$ cat config.mk
export PLATFORM = sky130hd
export DESIGN_NAME = sync_conditioner
export DESIGN_NICKNAME = d
export VERILOG_FILES = /design/src/rtl/sync_cond_pkg.sv /design/src/rtl/sync_channel.sv /design/src/rtl/sync_conditioner.sv
export SDC_FILE = /design/constraint.sdc
export NUM_CORES = 1
export LEC_CHECK = 0
export CELL_PAD_IN_SITES_DETAIL_PLACEMENT = 1
export CELL_PAD_IN_SITES_GLOBAL_PLACEMENT = 2
export CORE_UTILIZATION = 43
export DETAILED_ROUTE_END_ITERATION = 16
export HOLD_SLACK_MARGIN = 0.06
export PLACE_DENSITY_LB_ADDON = 0.12
export RECOVER_POWER = 100
export SYNTH_ARGS = -nofsm -noshare
export SYNTH_HDL_FRONTEND = slang
export SYNTH_SLANG_ARGS = --single-unit
$ cat constraint.sdc
create_clock -name clk_50mhz_in -period 3.3 [get_ports clk_50mhz_in]
set_input_delay 0.66 -clock clk_50mhz_in [delete_from_list [all_inputs] [get_ports clk_50mhz_in]]
set_output_delay 0.66 -clock clk_50mhz_in [all_outputs]
set_load 0.03 [all_outputs]
$ cat src/rtl/sync_cond_pkg.sv
// Shared definitions for the sync conditioner.
//   state_t  : per-channel detection state (LOST / ACQUIRE / LOCKED)
//   MODE_*   : per-channel output mode codes presented on the mode port
package sync_cond_pkg;

  typedef enum logic [1:0] {
    ST_LOST    = 2'd0,
    ST_ACQUIRE = 2'd1,
    ST_LOCKED  = 2'd2
  } state_t;

  localparam logic [1:0] MODE_AUTO  = 2'b00;  // normalise using locked polarity
  localparam logic [1:0] MODE_NEG   = 2'b01;  // treat input as active low
  localparam logic [1:0] MODE_POS   = 2'b10;  // treat input as active high
  localparam logic [1:0] MODE_BLANK = 2'b11;  // hold output inactive

endpackage

$ cat src/rtl/sync_channel.sv
// One sync channel: 2-flop synchroniser, edge detect, high/low period
// measurement, loss timeout, polarity lock with hysteresis and the
// registered active-low output mux.
// Ports:
//   clk, rst_n  : clock, asynchronous active-low reset
//   sync_in     : raw asynchronous sync input, either polarity
//   mode        : output mode (MODE_AUTO/NEG/POS/BLANK)
//   sync_out_x  : registered normalised sync, active low
//   polarity    : locked polarity, 1 = positive-going pulses
//   present     : channel is not LOST
//   locked      : polarity is locked
module sync_channel
  import sync_cond_pkg::*;
#(
  parameter int CNT_W       = 16,
  parameter int TIMEOUT_CYC = 65000,
  parameter int LOCK_CNT    = 4
) (
  input  logic       clk,
  input  logic       rst_n,
  input  logic       sync_in,
  input  logic [1:0] mode,
  output logic       sync_out_x,
  output logic       polarity,
  output logic       present,
  output logic       locked
);

  localparam int                 AGREE_W   = $clog2(LOCK_CNT + 1);
  localparam logic [CNT_W-1:0]   TO_LAST   = CNT_W'(TIMEOUT_CYC - 1);
  // The counter reaches TIMEOUT_CYC-1 on the clock after it holds TIMEOUT_CYC-2.
  localparam logic [CNT_W-1:0]   TO_FIRE   = CNT_W'(TIMEOUT_CYC - 2);
  localparam logic [AGREE_W-1:0] AGREE_MAX = AGREE_W'(LOCK_CNT);

  logic [1:0]         sync_ff;
  logic               s, s_d, rise, any_edge;
  logic [CNT_W-1:0]   hi_cnt, lo_cnt, to_cnt;
  state_t             state, state_next;
  logic               cand, cand_next;
  logic [AGREE_W-1:0] agree, agree_next;
  logic               pol, pol_next;
  logic               decision, timeout;

  assign s        = sync_ff[1];
  assign rise     = s & ~s_d;
  assign any_edge = s ^ s_d;

  // NOTE: sequential state always uses non-blocking assignments so every
  // flop samples pre-clock values regardless of statement order.
  always_ff @(posedge clk or negedge rst_n) begin
    if (!rst_n) begin
      sync_ff <= '0;
      s_d     <= 1'b0;
    end else begin
      sync_ff <= {sync_ff[0], sync_in};
      s_d     <= s;
    end
  end

  // Period measurement and edge timeout; all counters saturate.
  always_ff @(posedge clk or negedge rst_n) begin
    if (!rst_n) begin
      hi_cnt <= '0;
      lo_cnt <= '0;
      to_cnt <= '0;
    end else begin
      if (any_edge)              to_cnt <= '0;
      else if (to_cnt != TO_LAST) to_cnt <= to_cnt + 1'b1;

      if (rise) begin
        hi_cnt <= '0;
        lo_cnt <= '0;
      end else if (s) begin
        if (hi_cnt != '1) hi_cnt <= hi_cnt + 1'b1;
      end else begin
        if (lo_cnt != '1) lo_cnt <= lo_cnt + 1'b1;
      end
    end
  end

  // NOTE: every signal assigned here gets a default first, so no path can
  // leave one unassigned and infer a latch.
  always_comb begin
    state_next = state;
    cand_next  = cand;
    agree_next = agree;
    pol_next   = pol;
    // A tie keeps the current candidate, so it counts as agreement.
    decision   = (hi_cnt == lo_cnt) ? cand : (hi_cnt < lo_cnt);
    // An edge in the timeout cycle restarts the counter instead.
    timeout    = !any_edge && (to_cnt == TO_FIRE);

    if (timeout) begin
      state_next = ST_LOST;
      agree_next = '0;
      pol_next   = 1'b0;
    end else if (rise) begin
      if (state == ST_LOST) begin
        // The partial period before the first rising edge is discarded.
        state_next = ST_ACQUIRE;
      end else begin
        if (decision == cand) begin
          if (agree != AGREE_MAX) agree_next = agree + 1'b1;
        end else begin
          cand_next  = decision;
          agree_next = AGREE_W'(1);
        end
        // Lock in ACQUIRE, or switch polarity in LOCKED; locked never drops.
        if (agree_next == AGREE_MAX) begin
          state_next = ST_LOCKED;
          pol_next   = cand_next;
        end
      end
    end
  end

  always_ff @(posedge clk or negedge rst_n) begin
    if (!rst_n) begin
      state <= ST_LOST;
      cand  <= 1'b0;
      agree <= '0;
      pol   <= 1'b0;
    end else begin
      state <= state_next;
      cand  <= cand_next;
      agree <= agree_next;
      pol   <= pol_next;
    end
  end

  // Output register; mode only steers the output, never the detection.
  always_ff @(posedge clk or negedge rst_n) begin
    if (!rst_n) begin
      sync_out_x <= 1'b1;
    end else begin
      case (mode)
        MODE_AUTO: sync_out_x <= (state == ST_LOCKED) ? (s ^ pol) : s;
        MODE_NEG:  sync_out_x <= s;
        MODE_POS:  sync_out_x <= ~s;
        default:   sync_out_x <= 1'b1;
      endcase
    end
  end

  assign polarity = pol;
  assign present  = (state != ST_LOST);
  assign locked   = (state == ST_LOCKED);

endmodule

$ cat src/rtl/sync_conditioner.sv
// NUM_CH-channel sync front end: one independent sync_channel per input.
// Ports:
//   clk_50mhz_in : system clock
//   reset_x      : asynchronous active-low reset
//   sync_in      : raw sync inputs, asynchronous, either polarity
//   mode         : 2 bits per channel (00 auto, 01 neg, 10 pos, 11 blank)
//   sync_out_x   : registered normalised sync, active low
//   polarity     : locked polarity per channel, 1 = positive-going
//   present      : channel active (not LOST)
//   locked       : polarity locked
module sync_conditioner
  import sync_cond_pkg::*;
#(
  parameter int NUM_CH      = 2,
  parameter int CNT_W       = 16,
  parameter int TIMEOUT_CYC = 65000,
  parameter int LOCK_CNT    = 4
) (
  input  logic                clk_50mhz_in,
  input  logic                reset_x,
  input  logic [NUM_CH-1:0]   sync_in,
  input  logic [2*NUM_CH-1:0] mode,
  output logic [NUM_CH-1:0]   sync_out_x,
  output logic [NUM_CH-1:0]   polarity,
  output logic [NUM_CH-1:0]   present,
  output logic [NUM_CH-1:0]   locked
);

  for (genvar i = 0; i < NUM_CH; i++) begin : g_ch
    sync_channel #(
      .CNT_W       (CNT_W),
      .TIMEOUT_CYC (TIMEOUT_CYC),
      .LOCK_CNT    (LOCK_CNT)
    ) u_ch (
      .clk        (clk_50mhz_in),
      .rst_n      (reset_x),
      .sync_in    (sync_in[i]),
      .mode       (mode[2*i +: 2]),
      .sync_out_x (sync_out_x[i]),
      .polarity   (polarity[i]),
      .present    (present[i]),
      .locked     (locked[i])
    );
  end

endmodule

==> flow_results.org <==
** Clock tree
- For the worst-skew pair, the clock arrives at the later sink with an insertion delay of just over 400 ps.
- TritonCTS built the clock tree.
- CTS placed an instance of sky130_fd_sc_hd__clkbuf_16 at the clock tree root.
- After clock tree synthesis, the clock-pin slew on the worst setup and hold paths is 50 ps.
- The clock passes through at most 2 buffers.
- Number of CTS-inserted buffers :: 17
- Total of cells resized after clock tree synthesis :: 0
- In this run the number of H-tree levels came out at 4.
- Number of clock sinks seen by CTS :: 118
- Post-CTS timing repair inserted 0 buffers for setup.
- Buffers inserted to repair hold after CTS numbered 0.

** Floorplanning
- From left edge to right edge, the die measures 129 um.
- The floorplan has 46 rows.
- After floorplanning, the core was sized to cover approximately 0.016 mm2.
- The die is roughly 130 um tall.
- I/O pin total :: 16
- Die ar. :: around 0.017 mm2
- For this configuration, the core starts out at a cell density of between 40% and 50%.

** Routing
- For this run, the detailed router's first-pass iteration total came to 4.
- In the routed design, unresolved DRC markers number 0.
- Final WL :: around 17000 um
- DR WL/cell :: about 16 um
- For this block, the via count after detailed routing is 5504.
- For this block, the initial DRC count from the detailed router was approximately 250.
- Number of nets with antenna violations after detailed routing :: 0
- Using the TritonRoute via totals, the vias-per-cell ratio works out to around 5.5.

** STA
- Clock period minus worst slack :: 2720 ps
- Setup tns final :: 0 ps
- Setup repair after global routing left no endpoint under its margin.
- Headroom to the max-slew limit came out at roughly 5.7%.
- Final hold violation count :: 0
- The max-slew violation count is 0.
- Max Clk Rate :: between 300 and 400 MHz
- Tcrit/Tclk final :: 82.5%
- Final Skew :: 6.51 ps
- Crit path setup slack, layout :: 576 ps
- Total setup violations reported at the end of the flow :: 0
- At the pin with the least slew margin, the transition time is 1420 ps.

** Yosys
- Post-synthesis sequential element count :: 118
- In the synthesized netlist, mux cells make up less than 1% of the area.
- By area the synthesized netlist is led by sky130_fd_sc_hd__dfrtp_1 42%, sky130_fd_sc_hd__ha_1 8.3%, sky130_fd_sc_hd__xnor2_1 4.4%.
- Library cells used by synthesis :: 61
- Among all flip-flop cells after synthesis, the most frequent one is sky130_fd_sc_hd__dfrtp_1.
- Fraction of synthesis flops using an asynchronous set or reset pin :: between 90% and 100%
- In the synthesized netlist, the number of instances is about 770.
- Post-synthesis adder-cell area fraction :: roughly 8.3%
- Dividing the synthesized area by the synthesized cell count gives just over 9 um2.
- sky130_fd_sc_hd__dfrtp_1 takes more of the synthesized area than any other cell.
- Summing the areas of all compound-gate instances in the mapped netlist gives between 10% and 20% of the synthesized area.
- Sequential area share after synthesis :: between 40 and 50%
- Synthesized net count :: roughly 800
- Summed over its instances, the top area cell type makes up about two fifths of the synthesized netlist area.
- Number of synthesized flops with an enable pin :: 0
- Netlist area before placement :: 0.00696 mm2
- Fraction of synthesized cell area in xor and xnor cells :: between 6 and 7%
- Dominant combinational cell family by area after synthesis :: simple AND/OR/NAND/NOR gates
- The synthesized netlist devotes 24.3% of its cell area to simple gates.
- Yosys printed 0 warnings.

** Setup path
- The worst setup path is launched from a flop.
- Maximum fanout along the worst path :: 6
- Setup Crit Path Kind :: reg -> reg
- Data arrival time of the worst path :: 3030 ps
- Measured in cells, the most critical reg-to-reg path has a length of 8.
- Kind of end point of the critical path :: flop
- For the worst setup path, the data required time is approximately 3600 ps.

** Placed design
- Placed Cells :: a little under 1000
- At the placement stage, the worst setup path has a slack of ~850 ps.
- Input and output buffers added on the ports amount to 15.
- Placed instance area :: roughly 0.0073 mm2
- Final Wtd Congestion :: 0.831
- The HPWL after detailed placement is approximately 12000 um.

** Layout
- Number of antenna cells inserted :: 0
- The layout has between 1500 and 2000 filler cells.
- Number of standard cells in the layout, taps in and fillers out :: between 1000 and 1500
- Cell area after layout :: roughly 0.0077 mm2
- Fraction of final layout cells sized beyond drive strength 1 :: 5.67%
- After the last flow step, the layout net total stands at about 840.
- Layout overhead on the synthesized area :: 11.3%

** Worst hold path
- Class of the worst hold path :: reg -> reg
- The worst hold path passes through 0 cells.

** Power and ir drop
- Peak ir drop on the vdd network :: between 0.3 and 0.4 mV
- Leakage power :: approximately 0.0033 uW
- Power per cell area :: between 500 and 600 mW/mm2

** GRT
- Entering global routing, the biggest net connects 54 pins.
- Initial antenna violation count :: 0
- Summed over all layers, the global routing overflow is 0.
- GRT Total Usage :: a little over a fifth
- The number of global-route vias before repair was 5865.
- The first global-routing pass estimated 28600 um of wire.

** Job
- Number of maximum-capacitance violations :: 0

** Run status
- Result of the run :: finished clean
==> state kept, by name, summed over array words and instances (netlist names) <==
register and cells:
g_ch.u_ch.agree 6, g_ch.u_ch.cand 2, g_ch.u_ch.hi_cnt 32, g_ch.u_ch.lo_cnt 32
g_ch.u_ch.polarity 2, g_ch.u_ch.s_d 2, g_ch.u_ch.state 4, g_ch.u_ch.sync_ff 4
g_ch.u_ch.sync_out_x 2, g_ch.u_ch.to_cnt 32
==> metal layers <==
layer  part of all wire (%)  up-vias  GRT usage (%)
met5                      0        -              0
met3                    1.9       19           4.75
met4                    1.9        0           7.96
met1                     46     2735           26.7
li1                       -     2708              -
met2                     51       42           38.2
==> cell usage in the layout (no fill, tap or decap), drive strengths merged, types with 33 or more instances in the layout <==
cell type  synthesis  layout
ha                46      46
o21ai             61      61
clkbuf            12      33
nor2              68      68
xnor2             35      35
a21oi             41      41
inv               53      53
nand2             69      69
nand3             49      49
dfrtp            116     116
==> kinds of logic (layout without fill, tap and decap cells) <==
| family | Yosys count | after routing |
|---|---|---|
| AOI/OAI and AO/OA | 146 | 146 |
| xor gates and xnor gates | 54 | 54 |
| adders and majority gates | 46 | 46 |
| buffers and inverters | 78 | 105 |
| DFF | 118 | 118 |
| muxes | 5 | 5 |
| and+or+nand+nor | 319 | 319 |
==> cell usage after synthesis (4+ instances only) <==
library cell and n:
sky130_fd_sc_hd__dfrtp_1 116, sky130_fd_sc_hd__nand2_1 69, sky130_fd_sc_hd__nor2_1 68, sky130_fd_sc_hd__o21ai_0 59, sky130_fd_sc_hd__inv_1 53, sky130_fd_sc_hd__nand3_1 47
sky130_fd_sc_hd__ha_1 46, sky130_fd_sc_hd__a21oi_1 41, sky130_fd_sc_hd__xnor2_1 35, sky130_fd_sc_hd__and2_1 31, sky130_fd_sc_hd__nand4_1 25, sky130_fd_sc_hd__xor2_1 19
sky130_fd_sc_hd__nor3_1 13, sky130_fd_sc_hd__or3_1 13, sky130_fd_sc_hd__and3_1 12, sky130_fd_sc_hd__clkbuf_1 12, sky130_fd_sc_hd__a31oi_1 11, sky130_fd_sc_hd__buf_4 8
sky130_fd_sc_hd__o31ai_1 6, sky130_fd_sc_hd__a21boi_0 5, sky130_fd_sc_hd__and4_1 5, sky130_fd_sc_hd__buf_2 5, sky130_fd_sc_hd__nand2b_1 4, sky130_fd_sc_hd__nor2b_1 4
sky130_fd_sc_hd__nor3_2 4, sky130_fd_sc_hd__nor4_2 4
==> critical path, cell delays in order, from the launching register on <==
cell	delay, ps
sky130_fd_sc_hd__dfrtp_1	380
sky130_fd_sc_hd__inv_1	110
sky130_fd_sc_hd__ha_1	320
sky130_fd_sc_hd__nand4_1	170
sky130_fd_sc_hd__or3_1	400
sky130_fd_sc_hd__o21ai_0	360
sky130_fd_sc_hd__mux2_1	470
sky130_fd_sc_hd__and3_1	230
sky130_fd_sc_hd__o21a_1	170
==> final cells by class <==
class | count | area (um2) | area share [%]
Timing Repair Buffer | 22 | 176 | 2.28
Clock buffer | 26 | 499 | 6.44
Inverter | 53 | 199 | 2.57
Tap cell | 216 | 270 | 3.49
Sequential cell | 118 | 2960 | 38.1
Clock inverter | 4 | 45.0 | 0.581
Multi-Input combinational cell | 570 | 3600 | 46.5
==> power breakdown <==
group / leakage, uW / total, uW / internal, uW / switching (uW)
sequential: 0.00158 / 1790 / 1610 / 183
clock: 0.000270 / 1730 / 1100 / 627
combinational: 0.00149 / 1060 / 426 / 630
==> metrics by stage <==
stage / hold WS (ps) / power [uW] / utilization [%]
2_1_floorplan: 331 / 2610 / -
3_3_place_gp: 335 / 2860 / 46.2
3_5_place_dp: 338 / 2950 / 46.2
4_1_cts: 324 / 4710 / 49.7
5_1_grt: 359 / 4830 / 48.9
6_report: 348 / 4580 / 48.9
==> worst paths after layout <==
| check | slack, ps | end | startpoint |
|---|---|---|---|
| hold / removal | 350 | g_ch[1].u_ch.sync_ff[1]$_DFF_PN0_ | g_ch[1].u_ch.sync_ff[0]$_DFF_PN0_ |
| max in group asynchronous | 1100 | g_ch[1].u_ch.hi_cnt[6]$_DFFE_PN0P_ | reset_x |
| min in group asynchronous | 560 | g_ch[0].u_ch.agree[0]$_DFFE_PN0P_ | reset_x |
| setup reg to reg | 580 | g_ch[1].u_ch.polarity$_DFFE_PN0P_ | g_ch[1].u_ch.lo_cnt[13]$_DFFE_PN0P_ |
| hold reg to reg | 350 | g_ch[1].u_ch.sync_ff[1]$_DFF_PN0_ | g_ch[1].u_ch.sync_ff[0]$_DFF_PN0_ |
| setup / recovery | 580 | g_ch[1].u_ch.polarity$_DFFE_PN0P_ | g_ch[1].u_ch.lo_cnt[13]$_DFFE_PN0P_ |
No activity file was read; power rests on OpenSTA's default activity.
